`src/rtl/umem_arb_pkg.sv`:
```
// Shared types and constants for the unified instruction/data memory arbiter.
package umem_arb_pkg;

  typedef enum logic {
    S_IDLE = 1'b0,
    S_WAIT = 1'b1
  } state_t;

  localparam logic PORT_D = 1'b0;
  localparam logic PORT_F = 1'b1;

  localparam int CNT_W       = 4;
  localparam int MEM_LAT_MIN = 1;
  localparam int MEM_LAT_MAX = 15;

  function automatic bit mem_lat_ok(input int lat);
    return (lat >= MEM_LAT_MIN) && (lat <= MEM_LAT_MAX);
  endfunction

endpackage

```
`src/rtl/arb_rr2.sv`:
```
// Two-way pick between the data port (bit 0) and fetch port (bit 1); one-hot grant.
// UMEM_ARB_FIXED_PRIO_EN selects fixed D-over-F priority instead of round-robin.
module arb_rr2
  import umem_arb_pkg::*;
(
  input  logic [1:0] req,
  input  logic       last,
  output logic [1:0] grant
);

`ifdef UMEM_ARB_FIXED_PRIO_EN
  logic last_unused;
  assign last_unused = last;
`endif

  // Winner selection; on a tie the port not granted last wins (or D when fixed)
  always_comb begin
    grant = 2'b00;
    case (req)
      2'b01:   grant = 2'b01;
      2'b10:   grant = 2'b10;
`ifdef UMEM_ARB_FIXED_PRIO_EN
      2'b11:   grant = 2'b01;
`else
      2'b11:   grant = (last == PORT_F) ? 2'b01 : 2'b10;
`endif
      default: grant = 2'b00;
    endcase
  end

endmodule

```
`src/rtl/umem_arbiter.sv`:
```
// Single-outstanding arbiter sharing one fixed-latency memory between LSU (D) and fetch (F).
// Build option: UMEM_ARB_FIXED_PRIO_EN (fixed D priority instead of round-robin).
module umem_arbiter
  import umem_arb_pkg::*;
#(
  parameter int MEM_LAT = 1,
  parameter int AW      = 32
) (
  input  logic          i_clk,
  input  logic          i_reset,
  input  logic          i_d_req,
  input  logic          i_d_wren,
  input  logic [AW-1:0] i_d_addr,
  input  logic [31:0]   i_d_wdata,
  input  logic [3:0]    i_d_bmask,
  output logic          o_d_gnt,
  output logic          o_d_rvld,
  output logic [31:0]   o_d_rdata,
  input  logic          i_f_req,
  input  logic [AW-1:0] i_f_addr,
  output logic          o_f_gnt,
  output logic          o_f_rvld,
  output logic [31:0]   o_f_rdata,
  output logic          o_mem_en,
  output logic          o_mem_wren,
  output logic [AW-1:0] o_mem_addr,
  output logic [31:0]   o_mem_wdata,
  output logic [3:0]    o_mem_bmask,
  input  logic [31:0]   i_mem_rdata
);

  if (!mem_lat_ok(MEM_LAT)) begin : g_bad_lat
    $error("umem_arbiter: MEM_LAT must be within 1..15");
  end

  localparam logic [CNT_W-1:0] LAT_LOAD = CNT_W'(MEM_LAT);

  state_t           state, state_nxt;
  logic [CNT_W-1:0] cnt, cnt_nxt;
  logic             winner;
  logic             last;
  logic [1:0]       req;
  logic [1:0]       grant;
  logic             done;

  // Grants are only offered while idle and never during a reset cycle
  assign req  = ((state == S_IDLE) && !i_reset) ? {i_f_req, i_d_req} : 2'b00;
  assign done = (state == S_WAIT) && (cnt == 4'd1);

  arb_rr2 u_pick (
    .req   (req),
    .last  (last),
    .grant (grant)
  );

  assign o_d_gnt = grant[0];
  assign o_f_gnt = grant[1];

  // Memory bus driven straight from the winning requester in the issue cycle
  always_comb begin
    o_mem_en    = 1'b0;
    o_mem_wren  = 1'b0;
    o_mem_addr  = '0;
    o_mem_wdata = 32'h0000_0000;
    o_mem_bmask = 4'h0;
    if (grant[0]) begin
      o_mem_en    = 1'b1;
      o_mem_wren  = i_d_wren;
      o_mem_addr  = i_d_addr;
      o_mem_wdata = i_d_wdata;
      o_mem_bmask = i_d_bmask;
    end else if (grant[1]) begin
      o_mem_en    = 1'b1;
      o_mem_wren  = 1'b0;
      o_mem_addr  = i_f_addr;
      o_mem_wdata = 32'h0000_0000;
      o_mem_bmask = 4'h0;
    end else begin
      o_mem_en    = 1'b0;
      o_mem_wren  = 1'b0;
    end
  end

  // Next state and latency countdown
  always_comb begin
    state_nxt = state;
    cnt_nxt   = cnt;
    case (state)
      S_IDLE: begin
        if (|grant) begin
          state_nxt = S_WAIT;
          cnt_nxt   = LAT_LOAD;
        end else begin
          state_nxt = S_IDLE;
          cnt_nxt   = cnt;
        end
      end
      S_WAIT: begin
        if (cnt == 4'd1) begin
          state_nxt = S_IDLE;
          cnt_nxt   = 4'd0;
        end else begin
          state_nxt = S_WAIT;
          cnt_nxt   = cnt - 4'd1;
        end
      end
      default: begin
        state_nxt = S_IDLE;
        cnt_nxt   = 4'd0;
      end
    endcase
  end

  // State, winner/pointer and response registers; reset drops any transaction in flight
  always_ff @(posedge i_clk) begin
    if (i_reset) begin
      state     <= S_IDLE;
      cnt       <= 4'd0;
      winner    <= PORT_D;
      last      <= PORT_F;
      o_d_rvld  <= 1'b0;
      o_f_rvld  <= 1'b0;
      o_d_rdata <= 32'h0000_0000;
      o_f_rdata <= 32'h0000_0000;
    end else begin
      state    <= state_nxt;
      cnt      <= cnt_nxt;
      o_d_rvld <= done && (winner == PORT_D);
      o_f_rvld <= done && (winner == PORT_F);
      if (|grant) begin
        winner <= grant[1] ? PORT_F : PORT_D;
        last   <= grant[1] ? PORT_F : PORT_D;
      end
      if (done && (winner == PORT_D)) begin
        o_d_rdata <= i_mem_rdata;
      end
      if (done && (winner == PORT_F)) begin
        o_f_rdata <= i_mem_rdata;
      end
    end
  end

endmodule

```
`config.mk`:
```
export PLATFORM = sky130hd
export DESIGN_NAME = umem_arbiter
export DESIGN_NICKNAME = d
export VERILOG_FILES = /design/src/rtl/umem_arb_pkg.sv /design/src/rtl/arb_rr2.sv /design/src/rtl/umem_arbiter.sv
export SDC_FILE = /design/constraint.sdc
export NUM_CORES = 1
export LEC_CHECK = 0
export ABC_CLOCK_PERIOD_IN_PS = 1950
export BUFFER_PORTS_ARGS = -buffer_cell sky130_fd_sc_hd__buf_2
export CORE_AREA = 2 2 106 108
export CTS_BUF_LIST = sky130_fd_sc_hd__clkbuf_16
export DETAILED_ROUTE_END_ITERATION = 12
export DIE_AREA = 0 0 108 110
export PLACE_DENSITY = 0.69
export SKIP_LAST_GASP = 1
export SLEW_MARGIN = 20
export SYNTH_ARGS = -nofsm -noshare
export SYNTH_HDL_FRONTEND = slang
export SYNTH_HIERARCHICAL = 1
export SYNTH_SLANG_ARGS = --single-unit
```
`constraint.sdc`:
```
create_clock -name i_clk -period 1.95 [get_ports i_clk]
set_input_delay 0.195 -clock i_clk [delete_from_list [all_inputs] [get_ports i_clk]]
set_output_delay 0.195 -clock i_clk [all_outputs]
set_load 0.05 [all_outputs]
```
==> metrics <==
status=finished with violations; failing checks=negative setup slack; Via Count=3790; Finished Layout Cells=788; Clk Latency, worst-skew pair=0.32 ns; DRT Pass-1 Iters=4; warnings from Yosys=6; Synthesized Nets=513; final worst-path setup slack=-0.0916 ns; port bufs=274; wire length of the first global-routing pass=19.8 mm; All-Layer GR Usage=21.8%; min-delay worst type=in -> reg; worst-margin pin slew=0.725 ns; Crit. End Element=output port; total CTS buffers=9; Avg Cell Area, Syn=9.79 sq um; internal power=3.26 mW; Synth cell types=28; CP Cell Sequence=nor3b_4 -> a21boi_4 -> nor2b_4 -> buf_12 -> a22o_4 -> buf_8; Worst Setup SP=state; synthesis-stage register bit count=73; maximum VDD drop=0.575 mV; Synth Instances=374; leading area contributor after synthesis=dfxtp_1; achievable clock frequency=490 MHz; max-slew violations=0; layout cells sized above 1=59.5%; worst path required time=1.75 ns; Final Net Count=782; Vias/cell=4.81; CTS H-Tree Depth=3; post-route ant nets=0; Die Footprint=11900 sq um; WL per Instance=17.7 um; Startpoint Class=flip-flop; FF+latch area=1470 sq um; Synth top area share=39.9%; dpl cells=765; Critical Path AT=1.85 ns; endpoints failing setup=68; total wire length=13.9 mm; synthesized area=3660 sq um; Final min period=2.04 ns; Reg2Reg Setup Slack=0.19 ns; Sw Ratio=31.1%; Die H=110 um; Seq pwr share=33.3%; Top Ports=275; LEAKAGE=3.29 nW; Fillers=931; part of the power in combinational logic=30.6%; Crit-path slowest cell=dfxtp_4; capture point of the critical path=o_mem_addr[26]; core area=10700 sq um; TritonCTS Sinks=73; worst stage delay on the critical path=0.36 ns; clock transition at the registers of the reported paths=0.06 ns; largest net degree at the start of global routing=104; P per Cell Area=735 nW/um^2; Power Total=4.73 mW; Starting DRT DRC Count=134; Clock Skew=0.00596 ns; hold bufs inserted after CTS=0; row cnt=38; die width=108 um; Clk pwr share=36.1%; sequential fraction of the synthesis area=39.9%; gr ovfl total=0; area of the multi-input gates=2400 sq um; Initial Util=34.2%; Setup CP Type=reg -> out; setup_tns=-3.88 ns; CTS tree=built; Area contributors post-synth=dfxtp_1 40%, mux2i_1 17%, nand2b_1 17%, a22o_1 7.7%, and2_1 6.3%; worst r2r src=state; Rel. slew slack=51.7%; Clock Tree Buf Depth=2; Area Growth Syn to Fin=75.9%; GP Congestion=0.954; r2r endpoint=cnt[3]; period utilisation layout=105%; RSZ-0062 raised after global routing=true; crit-path max FO=15; post-route DRC violation count=0; cell depth of the worst flop-to-flop path=8; vias in the first global route=3902; CTS root buf=clkbuf_16; Hold Fails Final Rpt=0; Switch Pwr=1.47 mW; hpwl dp=10.0 mm; max_cap viols=0; number of antenna violations at the first check in global routing=4
metal layers:
| metal | vias up | GRT usage [%] | part of all wire, % |
|---|---|---|---|
| met5 | - | 0 | 0.28 |
| met4 | 6 | 9.71 | 3.2 |
| met3 | 36 | 8.70 | 9.2 |
| met2 | 170 | 38.5 | 51 |
| met1 | 1779 | 23.1 | 37 |
| li1 | 1799 | - | - |
timing repair:
action / 4_1_cts / 5_1_grt
pin swaps: 1 / 1
buffers inserted: 5 / 0
gates resized for setup: 135 / 20
gates cloned: 2 / 1
endpoints found under the setup margin: 71 / 74
kinds of logic (layout without fill, tap and decap cells):
group	count (synthesis)	count (layout)	share of synthesized area, %
and+or+nand+nor	155	155	26.5
DFF	73	73	39.9
muxes	64	64	17.5
AOI/OAI and AO/OA	42	42	9.43
buffers and inverters	38	311	6.01
adders and majority gates	2	2	0.683
other	0	1	0
layout make-up:
| type | instances | share of cell area [%] |
|---|---|---|
| diodes | 1 | 0.0389 |
| flip-flops and latches | 73 | 22.8 |
| inverters | 5 | 0.291 |
| clock inverters | 6 | 1.32 |
| multi-input cells | 263 | 37.3 |
| repair buffers | 291 | 32.1 |
| well taps | 140 | 2.72 |
| clock buffers | 9 | 3.50 |
through the flow:
stage	hold slack (ns)	setup WS, ns	util [%]	area, sq um
3_5_place_dp	0.462	0.0233	51.9	5550
6_report	0.156	-0.0916	60.2	6440
2_1_floorplan	0.371	-0.336	-	4120
5_1_grt	0.160	-0.172	60.2	6440
4_1_cts	0.147	-0.112	59.4	6360
3_3_place_gp	0.456	0.0759	51.9	5550
worst min-delay path by stage:
stage | startpoint | to | slack, ns | cells after the start
3_3_place_gp | o_f_rdata[17] | o_f_rdata[17] | 0.46 | 2
4_1_cts | i_mem_rdata[2] | o_d_rdata[2] | 0.15 | 3
6_report | i_mem_rdata[18] | o_d_rdata[18] | 0.16 | 3
2_1_floorplan | i_mem_rdata[1] | o_d_rdata[1] | 0.37 | 2
5_1_grt | i_mem_rdata[8] | o_f_rdata[8] | 0.16 | 3
3_5_place_dp | o_d_rdata[30] | o_d_rdata[30] | 0.46 | 2
critical path: cells and delay by family (launching register included):
kind | cells | cell delay, ns
AO/OA/AOI/OAI | 2 | 0.55
flip-flops | 1 | 0.36
buffers and inverters | 2 | 0.31
AND/OR/NAND/NOR | 2 | 0.30
synthesized netlist by cell type (all sizes together):
library cell and instances:
mux2i 64, nor4 1, and4bb 1, nor3 4
a211oi 1, buf 13, and2 38, nand4 1
a211o 1, nor2b 4, dfxtp 73, nor2 4
nand2 1, ha 2, inv 5, o31a 1
nor3b 3, a21oi 4, a22o 32, o21ai 1
or2 1, nand2b 97, clkbuf 20, a21boi 2
cells in the final DEF, fill, tap and decap left out, types with 2 or more instances in the layout:
cell	netlist	routed
nand2b_1	97	96
buf_4	0	10
buf_6	5	66
nor3_1	4	3
buf_2	5	203
nor2_1	4	4
nor2b_1	4	3
a21oi_1	4	4
nor3b_4	0	2
inv_1	5	6
and2_2	0	6
bufinv_16	0	2
buf_8	3	4
buf_12	0	6
a21boi_4	0	2
ha_1	2	2
clkbuf_16	0	10
and2_4	1	32
mux2i_1	64	64
dfxtp_1	73	72
a22o_4	0	31
power by group through the flow:
stage                     logic [mW]  clock network [mW]  registers, mW
final                           1.45                1.71           1.57
after global placement          1.23                   0           1.60
after CTS                       1.42                1.75           1.57
after floorplan                0.800                   0           1.71
after detailed placement        1.24                   0           1.61
after global routing            1.51                1.81           1.58
state kept, by name, indices dropped and copies added, names as in the netlist:
| signal | count |
|---|---|
| winner | 1 |
| state | 1 |
| last | 1 |
| o_f_rvld | 1 |
| o_f_rdata | 32 |
| cnt | 4 |
| o_d_rdata | 32 |
| o_d_rvld | 1 |
Note: power is estimated with default switching activity, not from simulation.
